## src/rtl/fb_scanout.sv

```systemverilog
// Frame buffer scan-out: raster timing, read addressing and latency-aligned video.
// Define FB_SCANOUT_TEST_PATTERN_EN to add the colour-bar test_pattern input.
module fb_scanout #(
    parameter int   H_ACTIVE   = 1920,
    parameter int   H_FP       = 88,
    parameter int   H_SYNC     = 44,
    parameter int   H_BP       = 148,
    parameter int   V_ACTIVE   = 1080,
    parameter int   V_FP       = 4,
    parameter int   V_SYNC     = 5,
    parameter int   V_BP       = 36,
    parameter int   RD_LATENCY = 0,
    parameter logic HS_POL     = 1'b1,
    parameter logic VS_POL     = 1'b1
) (
    input  logic        clk,
    input  logic        reset,
    input  logic        enable,
`ifdef FB_SCANOUT_TEST_PATTERN_EN
    input  logic        test_pattern,
`endif
    output logic        fb_rd_en,
    output logic [20:0] fb_addr,
    input  logic [23:0] fb_data,
    output logic        vid_hsync,
    output logic        vid_vsync,
    output logic        vid_de,
    output logic [23:0] vid_rgb,
    output logic        frame_start,
    output logic        busy
);
    localparam int H_TOTAL = H_ACTIVE + H_FP + H_SYNC + H_BP;
    localparam int V_TOTAL = V_ACTIVE + V_FP + V_SYNC + V_BP;
    localparam int HW = $clog2(H_TOTAL);
    localparam int VW = $clog2(V_TOTAL);

    localparam logic [HW-1:0] H_ACT  = HW'(H_ACTIVE);
    localparam logic [HW-1:0] H_LAST = HW'(H_TOTAL - 1);
    localparam logic [HW-1:0] HS_S   = HW'(H_ACTIVE + H_FP);
    localparam logic [HW-1:0] HS_E   = HW'(H_ACTIVE + H_FP + H_SYNC);
    localparam logic [VW-1:0] V_ACT  = VW'(V_ACTIVE);
    localparam logic [VW-1:0] V_LAST = VW'(V_TOTAL - 1);
    localparam logic [VW-1:0] VS_S   = VW'(V_ACTIVE + V_FP);
    localparam logic [VW-1:0] VS_E   = VW'(V_ACTIVE + V_FP + V_SYNC);

`ifdef FB_SCANOUT_TEST_PATTERN_EN
    localparam int FW = 29;
    localparam int BAR_W = H_ACTIVE / 8;
`else
    localparam int FW = 4;
`endif

    typedef enum logic {IDLE, RUN} state_t;

    state_t        state, state_n;
    logic [HW-1:0] h, h_n;
    logic [VW-1:0] v, v_n;
    logic [20:0]   addr_n;
    logic          act, frame_end, start_n, rd_n;
    logic          tp_q, tp_n;
    logic [FW-1:0] cur_f, last_in;
    logic [FW-1:0] pipe [RD_LATENCY+1];

    assign busy      = (state == RUN);
    assign act       = busy && (h < H_ACT) && (v < V_ACT);
    assign frame_end = (h == H_LAST) && (v == V_LAST);

    always_comb begin
        state_n = state;
        h_n     = h;
        v_n     = v;
        addr_n  = fb_addr;
        unique case (state)
            IDLE: begin
                h_n    = '0;
                v_n    = '0;
                addr_n = '0;
                if (enable) state_n = RUN;
            end
            RUN: begin
                if (act) addr_n = fb_addr + 21'd1;
                if (h == H_LAST) begin
                    h_n = '0;
                    if (v == V_LAST) begin
                        v_n    = '0;
                        addr_n = '0;
                        if (!enable) state_n = IDLE;
                    end else begin
                        v_n = v + 1'b1;
                    end
                end else begin
                    h_n = h + 1'b1;
                end
            end
            default: state_n = IDLE;
        endcase
    end

    // test_pattern is latched only as a new frame begins
    assign start_n = (state_n == RUN) && ((state == IDLE) || frame_end);
`ifdef FB_SCANOUT_TEST_PATTERN_EN
    assign tp_n = start_n ? test_pattern : tp_q;
`else
    assign tp_n = 1'b0;
`endif
    assign rd_n = (state_n == RUN) && (h_n < H_ACT) && (v_n < V_ACT) && !tp_n;

    always_ff @(posedge clk or posedge reset) begin
        if (reset) begin
            state    <= IDLE;
            h        <= '0;
            v        <= '0;
            fb_addr  <= '0;
            fb_rd_en <= 1'b0;
            tp_q     <= 1'b0;
        end else begin
            state    <= state_n;
            h        <= h_n;
            v        <= v_n;
            fb_addr  <= addr_n;
            fb_rd_en <= rd_n;
            tp_q     <= tp_n;
        end
    end

`ifdef FB_SCANOUT_TEST_PATTERN_EN
    logic [2:0]  bar;
    logic [23:0] col;

    always_comb begin
        bar = 3'd0;
        for (int i = 1; i < 8; i++)
            if (h >= HW'(i * BAR_W)) bar = 3'(i);
    end

    always_comb begin
        unique case (bar)
            3'd0:    col = 24'hFFFFFF;
            3'd1:    col = 24'hFFFF00;
            3'd2:    col = 24'h00FFFF;
            3'd3:    col = 24'h00FF00;
            3'd4:    col = 24'hFF00FF;
            3'd5:    col = 24'hFF0000;
            3'd6:    col = 24'h0000FF;
            default: col = 24'h000000;
        endcase
    end
`endif

    logic fs_c, hs_c, vs_c;
    assign fs_c = busy && (h == '0) && (v == '0);
    assign hs_c = busy && (h >= HS_S) && (h < HS_E);
    assign vs_c = busy && (v >= VS_S) && (v < VS_E);

`ifdef FB_SCANOUT_TEST_PATTERN_EN
    assign cur_f = {col, tp_q, fs_c, vs_c, hs_c, act};
`else
    assign cur_f = {fs_c, vs_c, hs_c, act};
`endif

    generate
        if (RD_LATENCY == 0) begin : g_l0
            assign last_in = cur_f;
        end else begin : g_ln
            assign last_in = pipe[RD_LATENCY-1];
        end
    endgenerate

    logic [23:0] rgb_sel;
`ifdef FB_SCANOUT_TEST_PATTERN_EN
    assign rgb_sel = last_in[4] ? last_in[28:5] : fb_data;
`else
    assign rgb_sel = fb_data;
`endif

    always_ff @(posedge clk or posedge reset) begin
        if (reset) begin
            for (int i = 0; i <= RD_LATENCY; i++) pipe[i] <= '0;
            vid_rgb <= '0;
        end else begin
            pipe[0] <= cur_f;
            for (int i = 1; i <= RD_LATENCY; i++) pipe[i] <= pipe[i-1];
            vid_rgb <= last_in[0] ? rgb_sel : 24'h0;
        end
    end

    assign vid_de      = pipe[RD_LATENCY][0];
    assign vid_hsync   = pipe[RD_LATENCY][1] ? HS_POL : ~HS_POL;
    assign vid_vsync   = pipe[RD_LATENCY][2] ? VS_POL : ~VS_POL;
    assign frame_start = pipe[RD_LATENCY][3];
endmodule

```

## config.mk

```make
export PLATFORM = sky130hd
export DESIGN_NAME = fb_scanout
export DESIGN_NICKNAME = d
export VERILOG_FILES = /design/src/rtl/fb_scanout.sv
export SDC_FILE = /design/constraint.sdc
export NUM_CORES = 1
export LEC_CHECK = 0
export BUFFER_PORTS_ARGS = -buffer_cell sky130_fd_sc_hd__buf_2
export CAP_MARGIN = 20
export CORE_MARGIN = 2
export CORE_UTILIZATION = 53
export CTS_CLUSTER_SIZE = 8
export DETAILED_ROUTE_END_ITERATION = 12
export HOLD_SLACK_MARGIN = 0.02
export PLACE_DENSITY = 0.8
export SETUP_SLACK_MARGIN = 0.15
export SLEW_MARGIN = 20
export SYNTH_ARGS = -nofsm -noshare
export SYNTH_HDL_FRONTEND = slang
export SYNTH_SLANG_ARGS = --single-unit
```

## constraint.sdc

```tcl
create_clock -name clk -period 3.6 [get_ports clk]
set_input_delay 0.18 -clock clk [delete_from_list [all_inputs] [get_ports clk]]
set_output_delay 0.18 -clock clk [all_outputs]
set_load 0.02 [all_outputs]
```

==> qor_table.md, run 1 <==
| Step | Metric | This run |
| --- | --- | --- |
| outcome | Result of the run | completed |
| yosys | Post-Syn Nets | 353 |
| final layout | Share of final-layout standard cells stronger than drive strength 1 | 26.8% |
| routing | Detail-routed net length per standard cell | 15.0 µm |
| clocking | Number of CTS-inserted buffers | 9 |
| timing | Setup repair after global routing missed its margin | no |
| timing | Tightest hold margin | 0.0541 ns |
| timing | Total count of hold-check failures in the final report | 0 |
| floorplan | Chip Width | 83.1 µm |
| clocking | Clock net sink count | 74 |
| setup path | Critical Path RT | 3.86 ns |
| timing | Final setup violation count | 0 |
| global route | First-pass GRT wire length | 11800 µm |
| routing | Avg Vias per Cell | 5.64 |
| flow run | Max_cap viols | 0 |
| final layout | Antenna Diode Count | 0 |
| clocking | Post-CTS setup buffer count | 0 |
| floorplan | Starting utilization of the core area | 55.4% |
| clocking | Number of instances resized during post-cts repair | 0 |
| setup path | Crit end category | flip-flop |
| yosys | Number of enable-type register cells in the synthesized netlist | 0 |
| power and ir drop | Share of power burned in the clock network | 46.3% |
| power and ir drop | Worst VDD drop | 0.327 mV |
| routing | Drt pass-1 iters | 5 |
| power and ir drop | Logic pwr share | 4.2% |
| yosys | Area fraction in and, or, nand and nor cells after synthesis | 26.5% |
| power and ir drop | PD cells | 423 nW/µm² |
| routing | Number of vias after detailed routing | 2715 |
| setup path | Reg-to-reg critical path endpoint | fb_rd_en$_DFF_PP0_ |
| timing | Upper clock frequency limit | 0.353 GHz |
| yosys | Mux contribution to synthesized area | 0.302% |
| floorplan | # rows | 28 |
| placement | DPL Wire Length | 4940 µm |
| global route | Number of global-route vias before repair | 2584 |
| yosys | Post-synth top flop | sky130_fd_sc_hd__dfrtp_1 |
| yosys | Main area contributors after synthesis | sky130_fd_sc_hd__dfrtp_1 56%, sky130_fd_sc_hd__and3_1 6.4%, sky130_fd_sc_hd__xnor2_1 4.5% |
| floorplan | Core Area | 5990 µm² |
| yosys | Gate Count Post-Synth | 321 |
| power and ir drop | Switching share of power | 21.8% |
| hold path | WHS Endpoint | vid_rgb[16]$_DFF_PP0_ |
| timing | Accumulated negative setup slack | 0 ns |
| final layout | Post-synthesis to final-layout area growth | 21.7% |
| yosys | Part of the Yosys area used for sequential elements | 55.8% |
| routing | Antenna Violating Nets Remaining | 0 |
| floorplan | Number of top-level pins | 78 |
| power and ir drop | Seq pwr share | 49.5% |
| yosys | Async SR Flop Fraction | 100% |
| routing | Final Routed Wirelength | 7210 µm |
| clocking | TritonCTS clock tree | built |
| global route | Maximum number of pins on one net before global-route repair | 56 |
| placement | Placer congestion estimate | 0.873 |
| power and ir drop | Internal power contribution | 1.34 mW |
| yosys | Post-synthesis instance area | 3320 µm² |
| setup path | Setup slack of the worst register-to-register path | 0.77 ns |
| yosys | Share of the synthesized netlist area taken by xor and xnor gates | 7.65% |
| hold path | Path type of the worst min-delay path | input port to flip-flop |
| yosys | Per-instance average area after synthesis | 10.3 µm² |
| yosys | Distinct cell type count after synthesis | 40 |
| routing | DRC violations left | 0 |
| timing | Worst clock skew on the final layout | 0.0127 ns |
| global route | Remaining Overflow, GRT | 0 |
| yosys | Share of the synthesized area in compound gates (AO/OA/AOI/OAI) | 4.86% |
| hold path | Min-Delay Path Depth | 2 |
| global route | Global Route Usage Sum | 21.4% |
| power and ir drop | LEAKAGE | 1.97 nW |
| placement | Count of input and output buffers | 77 |
| power and ir drop | Reported net switching power | 0.373 mW |
| floorplan | Die footprint | 6910 µm² |
| clocking | Maximum number of buffers from clock root to sink | 2 |
| timing | Fin crit period | 2.83 ns |
| timing | Fraction of the cycle the final worst path needs | 78.6% |
| yosys | Largest area contributor in the synthesized netlist | sky130_fd_sc_hd__dfrtp_1 |
| timing | Transition at the pin with the smallest max-transition slack | 0.996 ns |
| timing | Worst max-slew margin expressed relative to the limit | 33.0% |
| setup path | Worst reg2reg path depth | 6 |
| final layout | Final layout net count | 433 |
| floorplan | Die height | 83.1 µm |
| yosys | Largest family of logic cells by synthesized area | simple AND/OR/NAND/NOR gates |
| clocking | Clock input transition at the sequential cells of the worst setup and hold paths | 0.08 ns |
| yosys | Synth warnings | 0 |
| clocking | Clock latency at the later pin of the worst-skew pair | 0.35 ns |
| setup path | Source of the worst register-to-register timing path | h[5]$_DFF_PP0_ |
| setup path | Startpoint-to-endpoint class of the critical path | flip-flop to flip-flop |
| setup path | Arrival time at the worst endpoint | 3.09 ns |
| hold path | Worst Min Path Start | fb_data[16] |
| routing | DRC violation total after the first TritonRoute iteration | 149 |
| setup path | CP Launch Type | flip-flop |
| final layout | Commonest non-fill, non-tap cell in the layout | sky130_fd_sc_hd__buf_2 |
| clocking | Root Driver | sky130_fd_sc_hd__clkbuf_8 |
| yosys | Count of state elements after synthesis | 74 |
| global route | Initial antenna violation count | 0 |
| final layout | Most frequent cells in the layout | 77 x sky130_fd_sc_hd__buf_2, 74 x sky130_fd_sc_hd__dfrtp_1, 35 x sky130_fd_sc_hd__nor2_1 |
| clocking | CTS H-tree lvls | 3 |
| yosys | Area share of the leading cell type in the synthesized netlist | 55.8% |
| timing | Slew Viols, Final | 0 |
| setup path | Critical-path maximum fanout | 5 |
| yosys | Arithmetic-cell share of the synthesized area counting full adders, half adders and majority gates | 1.88% |
metrics by stage:
stage	setup WS, ns	utilization (%)	total power, mW	instance area [µm²]	std cells
after floorplan	1.08	-	0.903	3320	321
after global placement	0.920	63.1	0.936	3780	464
after detailed placement	0.847	63.1	0.937	3780	464
after CTS	0.835	67.4	1.72	4040	481
after global routing	0.629	67.4	1.76	4040	481
final	0.769	67.4	1.71	4040	481
worst max-delay path by stage:
stage	from	to	slack [ns]	cells past startpoint
2_1_floorplan	h[5]$_DFF_PP0_	fb_rd_en$_DFF_PP0_	1.08	6
3_3_place_gp	h[5]$_DFF_PP0_	fb_rd_en$_DFF_PP0_	0.92	6
3_5_place_dp	h[5]$_DFF_PP0_	fb_addr[9]$_DFF_PP0_	0.85	6
4_1_cts	h[5]$_DFF_PP0_	fb_rd_en$_DFF_PP0_	0.84	6
5_1_grt	h[5]$_DFF_PP0_	fb_rd_en$_DFF_PP0_	0.63	6
6_report	h[5]$_DFF_PP0_	fb_rd_en$_DFF_PP0_	0.77	6
per-layer routing:
layer  wire [µm]  GRT usage, %  vias up
met3         540          6.56       17
met1        3190          27.9     1310
li1            -             -     1278
met5           0             0        -
met4         160          11.0        0
met2        3330          32.4      110
cell usage after synthesis, types with 3 or more instances:
cell type,count
sky130_fd_sc_hd__buf_2,4
sky130_fd_sc_hd__a21oi_1,7
sky130_fd_sc_hd__nand3_1,16
sky130_fd_sc_hd__ha_1,5
sky130_fd_sc_hd__nor3_1,9
sky130_fd_sc_hd__xnor2_1,17
sky130_fd_sc_hd__and4_1,3
sky130_fd_sc_hd__inv_1,11
sky130_fd_sc_hd__and3_1,34
sky130_fd_sc_hd__nand4_1,10
sky130_fd_sc_hd__dfrtp_1,74
sky130_fd_sc_hd__nor4_1,4
sky130_fd_sc_hd__or4_4,3
sky130_fd_sc_hd__and2_1,3
sky130_fd_sc_hd__o21ai_0,12
sky130_fd_sc_hd__nor2_1,35
sky130_fd_sc_hd__nand2_1,19
sky130_fd_sc_hd__xor2_1,12
sky130_fd_sc_hd__or3_1,8
sky130_fd_sc_hd__clkbuf_1,10
worst max-delay path: stages (launching register included):
cell and delay, ns:
sky130_fd_sc_hd__dfrtp_1 0.43, sky130_fd_sc_hd__or4_4 0.56, sky130_fd_sc_hd__nor4_1 0.86, sky130_fd_sc_hd__nand4_1 0.24, sky130_fd_sc_hd__xor2_1 0.28, sky130_fd_sc_hd__nand4_1 0.14, sky130_fd_sc_hd__a211oi_1 0.25
cells by family (layout without fill, tap and decap cells):
group           Yosys count  in the layout
simple gates            159            159
flops                    74             74
xor+xnor                 29             29
compound gates           28             28
buf+inv                  25            110
fa+ha+maj                 5              5
mux                       1              1
timing repair:
item,in CTS,in global routing
hold buffers,1,0
setup endpoints to repair,0,0
endpoints found under the hold margin,19,0
layout make-up:
type	instances	area (µm²)
clock buffer	9	124
clock inverter	7	124
fill	458	1950
inverter	11	41.3
multi-input combinational	222	1370
sequential	74	1850
tap	75	93.8
timing repair buffer	83	433
power groups by stage:
stage | combinational [mW] | clock (mW) | sequential (mW)
after global routing | 0.0791 | 0.831 | 0.848
after floorplan | 0.0208 | 0 | 0.882
after detailed placement | 0.0736 | 0 | 0.863
after CTS | 0.0743 | 0.802 | 0.847
final | 0.0722 | 0.791 | 0.847
after global placement | 0.0726 | 0 | 0.863
state kept, by name (all words and copies together), names as in the netlist:
signal and flops:
pipe 4, h 12, v 11, fb_rd_en 1, fb_addr 21, vid_rgb 24, busy 1
No activity file was read; power rests on OpenSTA's default activity.
==> inputs of run 2 (changes only) <==
CORE_UTILIZATION = 48   (was 53)
PLACE_DENSITY = 0.76   (was 0.8)
clock period = 2.5 ns   (was 3.6 ns; I/O delays follow)
==> run 2 against run 1 <==
Worst setup slack worse by 0.78 ns. Highest routed layer unchanged. Non-clock buffer count rose by 45. The run now ends with negative setup slack left. Critical path depth up 2. Routed wire length rose by 18%. Final cell count grew 10%. Critical endpoint is now fb_addr[19]$_DFF_PP0_. Global-route usage increased by 1.5 points.
==> qor_table.md, run 2 (synthesis results as in run 1) <==
| Step | Metric | This run |
| --- | --- | --- |
| outcome | Result of the run | complete, but fails checks |
| outcome | Violations in the final reports | negative setup slack |
| setup path | CP Launch Type | flip-flop |
| floorplan | Number of top-level pins | 78 |
| clocking | Clock net sink count | 74 |
| final layout | Antenna Diode Count | 0 |
| setup path | Startpoint-to-endpoint class of the critical path | flip-flop to flip-flop |
| global route | Number of global-route vias before repair | 2829 |
| final layout | Final core occ | 69.0% |
| final layout | Share of final-layout standard cells stronger than drive strength 1 | 33.7% |
| final layout | Sequential standard cell area | 1850 µm² |
| final layout | Post-synthesis to final-layout area growth | 40.5% |
| clocking | Clock latency at the later pin of the worst-skew pair | 0.36 ns |
| setup path | Source of the critical timing path | h[6]$_DFF_PP0_ |
| final layout | Most frequent cells in the layout | 77 x sky130_fd_sc_hd__buf_2, 74 x sky130_fd_sc_hd__dfrtp_1, 34 x sky130_fd_sc_hd__and3_1 |
| placement | Post-placement worst setup slack | -0.0220 ns |
| setup path | Crit end category | flip-flop |
| floorplan | Die footprint | 7600 µm² |
| global route | Remaining Overflow, GRT | 0 |
| timing | Upper clock frequency limit | 0.398 GHz |
| timing | Final setup violation count | 4 |
| setup path | Source of the worst register-to-register timing path | h[6]$_DFF_PP0_ |
| routing | Detail-routed net length per standard cell | 16.0 µm |
| timing | Transition at the pin with the smallest max-transition slack | 0.514 ns |
| timing | Worst max-slew margin expressed relative to the limit | 65.2% |
| final layout | Registers with the highest flip-flop counts | vid_rgb (24), fb_addr (21), h (12) |
| timing | Fin crit period | 2.51 ns |
| timing | Total count of hold-check failures in the final report | 0 |
| placement | Dpl cell area | 3890 µm² |
| final layout | Register name with the most flops | vid_rgb |
| final layout | Commonest non-fill, non-tap cell in the layout | sky130_fd_sc_hd__buf_2 |
| final layout | Number of filler instances in the final layout | 488 |
| routing | Avg Vias per Cell | 5.46 |
| routing | DRC violation total after the first TritonRoute iteration | 163 |
| routing | DRC violations left | 0 |
| routing | Drt pass-1 iters | 5 |
| final layout | Multi-input gate area | 1540 µm² |
| power and ir drop | PD cells | 491 nW/µm² |
| global route | First-pass GRT wire length | 13500 µm |
| floorplan | # rows | 30 |
| timing | Final setup slack of the worst path | -0.0136 ns |
| setup path | Critical-path maximum fanout | 8 |
| clocking | CTS H-tree lvls | 3 |
| placement | Placer congestion estimate | 0.912 |
| timing | Setup repair after global routing missed its margin | yes |
| floorplan | Chip Width | 87.2 µm |
| power and ir drop | LEAKAGE | 2.18 nW |
| floorplan | Starting utilization of the core area | 49.1% |
| final layout | Summed area of non-filler cells in the final layout | 4660 µm² |
| timing | Tightest hold margin | 0.328 ns |
| power and ir drop | Share of power burned in the clock network | 40.6% |
| routing | Antenna Violating Nets Remaining | 0 |
| hold path | Path type of the worst min-delay path | input port to async pin |
| power and ir drop | Reported net switching power | 0.521 mW |
| final layout | Final layout net count | 478 |
| global route | Maximum number of pins on one net before global-route repair | 57 |
| timing | Worst clock skew on the final layout | 0.0118 ns |
| clocking | Clock input transition at the sequential cells of the worst setup and hold paths | 0.07 ns |
| power and ir drop | Logic pwr share | 6.1% |
| power and ir drop | Switching share of power | 22.7% |
| power and ir drop | Worst VDD drop | 0.415 mV |
| setup path | Arrival time at the worst endpoint | 2.75 ns |
| placement | Count of input and output buffers | 77 |
| placement | DPL Wire Length | 5100 µm |
| timing | Slew Viols, Final | 0 |
| timing | Fraction of the cycle the final worst path needs | 101% |
| floorplan | Core Area | 6760 µm² |
| routing | Final Routed Wirelength | 8480 µm |
| clocking | Maximum number of buffers from clock root to sink | 2 |
| setup path | Critical Path RT | 2.73 ns |
| global route | Initial antenna violation count | 0 |
| power and ir drop | Internal power contribution | 1.77 mW |
| clocking | Root Driver | sky130_fd_sc_hd__clkbuf_8 |
| clocking | TritonCTS clock tree | built |
| power and ir drop | Total design power | 2.29 mW |
| global route | Global Route Usage Sum | 22.9% |
| final layout | Flip-flop count of the largest register after layout | 24 |
| floorplan | Die height | 87.2 µm |
| routing | Number of vias after detailed routing | 2897 |
| flow run | Max_cap viols | 0 |
| power and ir drop | Seq pwr share | 53.3% |
| clocking | Number of CTS-inserted buffers | 9 |
run 2: cell count changes in the layout (fill, tap and decap cells not counted), moves of 3 or more:
cell,before,now
sky130_fd_sc_hd__nor2_1,35,21
sky130_fd_sc_hd__buf_4,5,14
sky130_fd_sc_hd__nor2_4,0,11
sky130_fd_sc_hd__a21oi_2,1,6
sky130_fd_sc_hd__a21oi_1,7,1
sky130_fd_sc_hd__dlygate4sd3_1,1,26
sky130_fd_sc_hd__buf_6,0,5
sky130_fd_sc_hd__clkbuf_16,0,3
sky130_fd_sc_hd__nor2_2,0,3
run 2: metal layers:
| layer | vias to the layer above | part of all wire [%] | GRT usage [%] |
|---|---|---|---|
| li1 | 1370 | - | - |
| met1 | 1399 | 43 | 30.8 |
| met2 | 114 | 46 | 34.8 |
| met3 | 14 | 8.5 | 7.01 |
| met4 | 0 | 1.7 | 8.95 |
| met5 | - | 0 | 0 |
run 2: what timing repair did:
item                       in CTS  in global routing
resized for setup               4                 45
hold endpoints to repair       43                  0
setup buffers                   3                  3
pin swaps                       2                  8
hold buffers                   26                  0
setup endpoints to repair      29                 31
gates cloned                    0                  3
run 2: power by group through the flow:
stage	Sequential [mW]	Combinational, mW	Clock (mW)
floorplan	1.27	0.0299	0
global placement	1.24	0.108	0
detailed placement	1.24	0.109	0
CTS	1.22	0.139	0.943
global route	1.22	0.154	1.00
finish	1.22	0.140	0.931
run 2: path summary, 6_finish.rpt:
check | cells after the start | to | slack (ns)
min in group clk | 1 | h[0]$_DFF_PP0_ | 0.48
max | 8 | fb_addr[19]$_DFF_PP0_ | -0.01
min reg2reg | 1 | h[0]$_DFF_PP0_ | 0.48
min | 3 | vid_rgb[13]$_DFF_PP0_ | 0.33
max in group asynchronous | 4 | fb_addr[20]$_DFF_PP0_ | 1.54
max reg2reg | 8 | fb_addr[19]$_DFF_PP0_ | -0.01
run 2: worst max-delay path, cell delays in order, from the launching register on:
cell,delay [ns]
sky130_fd_sc_hd__dfrtp_1,0.38
sky130_fd_sc_hd__or4_4,0.55
sky130_fd_sc_hd__or4_4,0.59
sky130_fd_sc_hd__buf_6,0.17
sky130_fd_sc_hd__o21ai_4,0.24
sky130_fd_sc_hd__buf_6,0.14
sky130_fd_sc_hd__buf_6,0.12
sky130_fd_sc_hd__clkbuf_16,0.18
sky130_fd_sc_hd__nor2_4,0.03
run 2: through the flow:
stage,setup TNS [ns],instances
finish,-0.0399,531
global route,-1.45,531
CTS,-0.0188,525
detailed placement,-0.0220,480
global placement,0,480
floorplan,0,321
run 2: cell type report:
class                      count  share of cell area, %
sequential                    74                   39.7
inverter                      11                  0.885
clock inverter                 4                   1.10
tap                           80                   2.15
timing repair buffer         128                   20.1
clock buffer                  12                   3.11
multi-input combinational    222                   33.0
==> inputs of run 3 (changes only) <==
CORE_UTILIZATION = 30   (was 48)
PLACE_DENSITY = 0.52   (was 0.76)
==> run 3 against run 2 <==
Total power rose by 1.4%. Sequential cell count unchanged. Largest power group unchanged. Combinational power about the same. Routed wire length is 2.1% lower. Global-route usage shrank 7.9 points. Non-clock buffer count fell by 3. Sequential share of layout area is 0.64 points higher. Core utilization shrank 27 points. Final cell count increased by 11%. Sequential power about the same. The run still ends with negative setup slack left. Clock power is 3.8% higher. Via count decreased by 4.0%.
==> qor_table.md, run 3 (synthesis results as in run 1) <==
| Step | Metric | This run |
| --- | --- | --- |
| floorplan | # rows | 38 |
| routing | DRC violations left | 0 |
| setup path | Cell seen most often among critical-path stages | sky130_fd_sc_hd__or4_4 |
| clocking | TritonCTS clock tree | built |
| final layout | Antenna Diode Count | 0 |
| final layout | Commonest non-fill, non-tap cell in the layout | sky130_fd_sc_hd__buf_2 |
| power and ir drop | Switching share of power | 22.7% |
| routing | DRC violation total after the first TritonRoute iteration | 110 |
| floorplan | Starting utilization of the core area | 30.6% |
| outcome | Violations in the final reports | negative setup slack |
| clocking | CTS H-tree lvls | 3 |
| final layout | Flip-flop count of the largest register after layout | 24 |
| setup path | Critical Path RT | 2.73 ns |
| timing | Slew Viols, Final | 0 |
| clocking | Number of CTS-inserted buffers | 9 |
| power and ir drop | Total design power | 2.32 mW |
| timing | Fraction of the cycle the final worst path needs | 101% |
| routing | Number of vias after detailed routing | 2782 |
| global route | First-pass GRT wire length | 13700 µm |
| setup path | Maximum single-stage delay on the critical path | 0.56 ns |
| setup path | Setup slack of the worst register-to-register path | -0.02 ns |
| placement | Placer congestion estimate | 0.806 |
| power and ir drop | Seq pwr share | 52.5% |
| setup path | Arrival time at the worst endpoint | 2.75 ns |
| flow run | Max_cap viols | 0 |
| floorplan | Die height | 109 µm |
| hold path | Path type of the worst min-delay path | input port to async pin |
| final layout | Register name with the most flops | vid_rgb |
| clocking | Clock latency at the later pin of the worst-skew pair | 0.36 ns |
| timing | Worst clock skew on the final layout | 0.0108 ns |
| timing | Transition at the pin with the smallest max-transition slack | 0.623 ns |
| global route | Remaining Overflow, GRT | 0 |
| timing | Total count of hold-check failures in the final report | 0 |
| routing | Antenna Violating Nets Remaining | 0 |
| timing | Accumulated negative setup slack | -0.0225 ns |
| clocking | Maximum number of buffers from clock root to sink | 2 |
| final layout | Share of final-layout standard cells stronger than drive strength 1 | 30.1% |
| clocking | Clock net sink count | 74 |
| placement | DPL Wire Length | 5520 µm |
| floorplan | Die footprint | 11900 µm² |
| power and ir drop | Worst VDD drop | 0.340 mV |
| floorplan | Number of top-level pins | 78 |
| global route | Number of global-route vias before repair | 2853 |
| final layout | Post-synthesis to final-layout area growth | 38.3% |
| setup path | Crit end category | flip-flop |
| timing | Final setup violation count | 1 |
| power and ir drop | Internal power contribution | 1.80 mW |
| power and ir drop | Logic pwr share | 6.0% |
| clocking | Root Driver | sky130_fd_sc_hd__clkbuf_8 |
| power and ir drop | Reported net switching power | 0.529 mW |
| setup path | Startpoint-to-endpoint class of the critical path | flip-flop to flip-flop |
| routing | Detail-routed net length per standard cell | 14.1 µm |
| outcome | Result of the run | complete, but fails checks |
| final layout | Registers with the highest flip-flop counts | vid_rgb (24), fb_addr (21), h (12) |
| placement | Count of input and output buffers | 77 |
| setup path | Source of the worst register-to-register timing path | h[6]$_DFF_PP0_ |
| power and ir drop | Share of power burned in the clock network | 41.6% |
| clocking | Clock input transition at the sequential cells of the worst setup and hold paths | 0.08 ns |
| floorplan | Chip Width | 109 µm |
| power and ir drop | PD cells | 506 nW/µm² |
| setup path | Cell at the slowest stage of the critical path | sky130_fd_sc_hd__or4_4 |
| routing | Avg Vias per Cell | 4.73 |
| timing | Worst max-slew margin expressed relative to the limit | 58.4% |
| global route | Global Route Usage Sum | 15.0% |
| routing | Final Routed Wirelength | 8310 µm |
| timing | Fin crit period | 2.52 ns |
| floorplan | Core Area | 10800 µm² |
| setup path | Worst path cell trace | or4_4 > or4_4 > or4_4 > a21oi_4 > nor4b_4 > a211oi_1 |
| setup path | Source of the critical timing path | h[6]$_DFF_PP0_ |
| timing | Setup repair after global routing missed its margin | yes |
| timing | Final setup slack of the worst path | -0.0225 ns |
| final layout | Most frequent cells in the layout | 77 x sky130_fd_sc_hd__buf_2, 74 x sky130_fd_sc_hd__dfrtp_1, 35 x sky130_fd_sc_hd__nor2_1 |
| final layout | Final layout net count | 475 |
| power and ir drop | LEAKAGE | 2.16 nW |
| global route | Initial antenna violation count | 0 |
| setup path | CP Launch Type | flip-flop |
| setup path | Critical-path maximum fanout | 4 |
| final layout | Number of filler instances in the final layout | 1074 |
| global route | Maximum number of pins on one net before global-route repair | 47 |
| timing | Upper clock frequency limit | 0.396 GHz |
| routing | Drt pass-1 iters | 4 |
[run 3: cell types whose count changed in the layout (fill, tap and decap cells not counted), sizes merged]
cell and change:
buf -1, clkbuf -2, clkinvlp +1, clkinv -1
[run 3: cell type report]
type | count | area, µm² | area share, %
multi-input combinational | 222 | 1460 | 31.7
sequential | 74 | 1850 | 40.3
inverter | 11 | 41.3 | 0.899
tap | 140 | 175 | 3.82
timing repair buffer | 125 | 861 | 18.8
clock buffer | 12 | 155 | 3.38
clock inverter | 4 | 50.0 | 1.09
[run 3: path summary, 6_finish.rpt]
path,end,cells after the start
hold reg to reg,h[0]$_DFF_PP0_,1
min in group clk,h[0]$_DFF_PP0_,1
max in group asynchronous,fb_addr[16]$_DFF_PP0_,4
setup reg to reg,fb_rd_en$_DFF_PP0_,6
hold / removal,vid_rgb[22]$_DFF_PP0_,3
setup / recovery,fb_rd_en$_DFF_PP0_,6
[run 3: layer usage]
| layer | vias to the layer above | track usage, % | wire length [µm] |
|---|---|---|---|
| met5 | - | 0 | 0 |
| met1 | 1345 | 19.3 | 3770 |
| met2 | 71 | 23.4 | 3940 |
| li1 | 1358 | - | - |
| met3 | 8 | 3.89 | 456 |
| met4 | 0 | 7.05 | 134 |
[run 3: critical path, delay by kind of cell (launching register included)]
kind | cells | cell delay (ns)
AND/OR/NAND/NOR | 4 | 1.77
flip-flops | 1 | 0.39
AO/OA/AOI/OAI | 2 | 0.25
[run 3: power groups by stage]
stage | clock network, mW | registers (mW) | logic [mW]
2_1_floorplan | 0 | 1.27 | 0.0299
3_3_place_gp | 0 | 1.24 | 0.110
3_5_place_dp | 0 | 1.24 | 0.111
4_1_cts | 1.00 | 1.22 | 0.142
5_1_grt | 1.05 | 1.22 | 0.154
6_report | 0.966 | 1.22 | 0.139
[run 3: stage by stage]
stage                     cells  util, %  area, µm²  hold slack, ns  worst slack [ns]
final                       588     42.3       4590           0.405           -0.0225
after global routing        588     42.3       4590           0.454           -0.0484
after CTS                   586     41.5       4500           0.405            0.0200
after detailed placement    543     36.8       3990           0.256           -0.0102
after global placement      543     36.8       3990           0.245            0.0153
after floorplan             321        -       3340           0.256             0.101
[run 3: timing repair]
action | CTS | global route
buffers inserted | 1 | 1
resized for setup | 6 | 12
cloned | 0 | 1
pin swaps | 1 | 1
hold buffers | 26 | 0
hold endpoints to repair | 53 | 0
endpoints found under the setup margin | 28 | 25
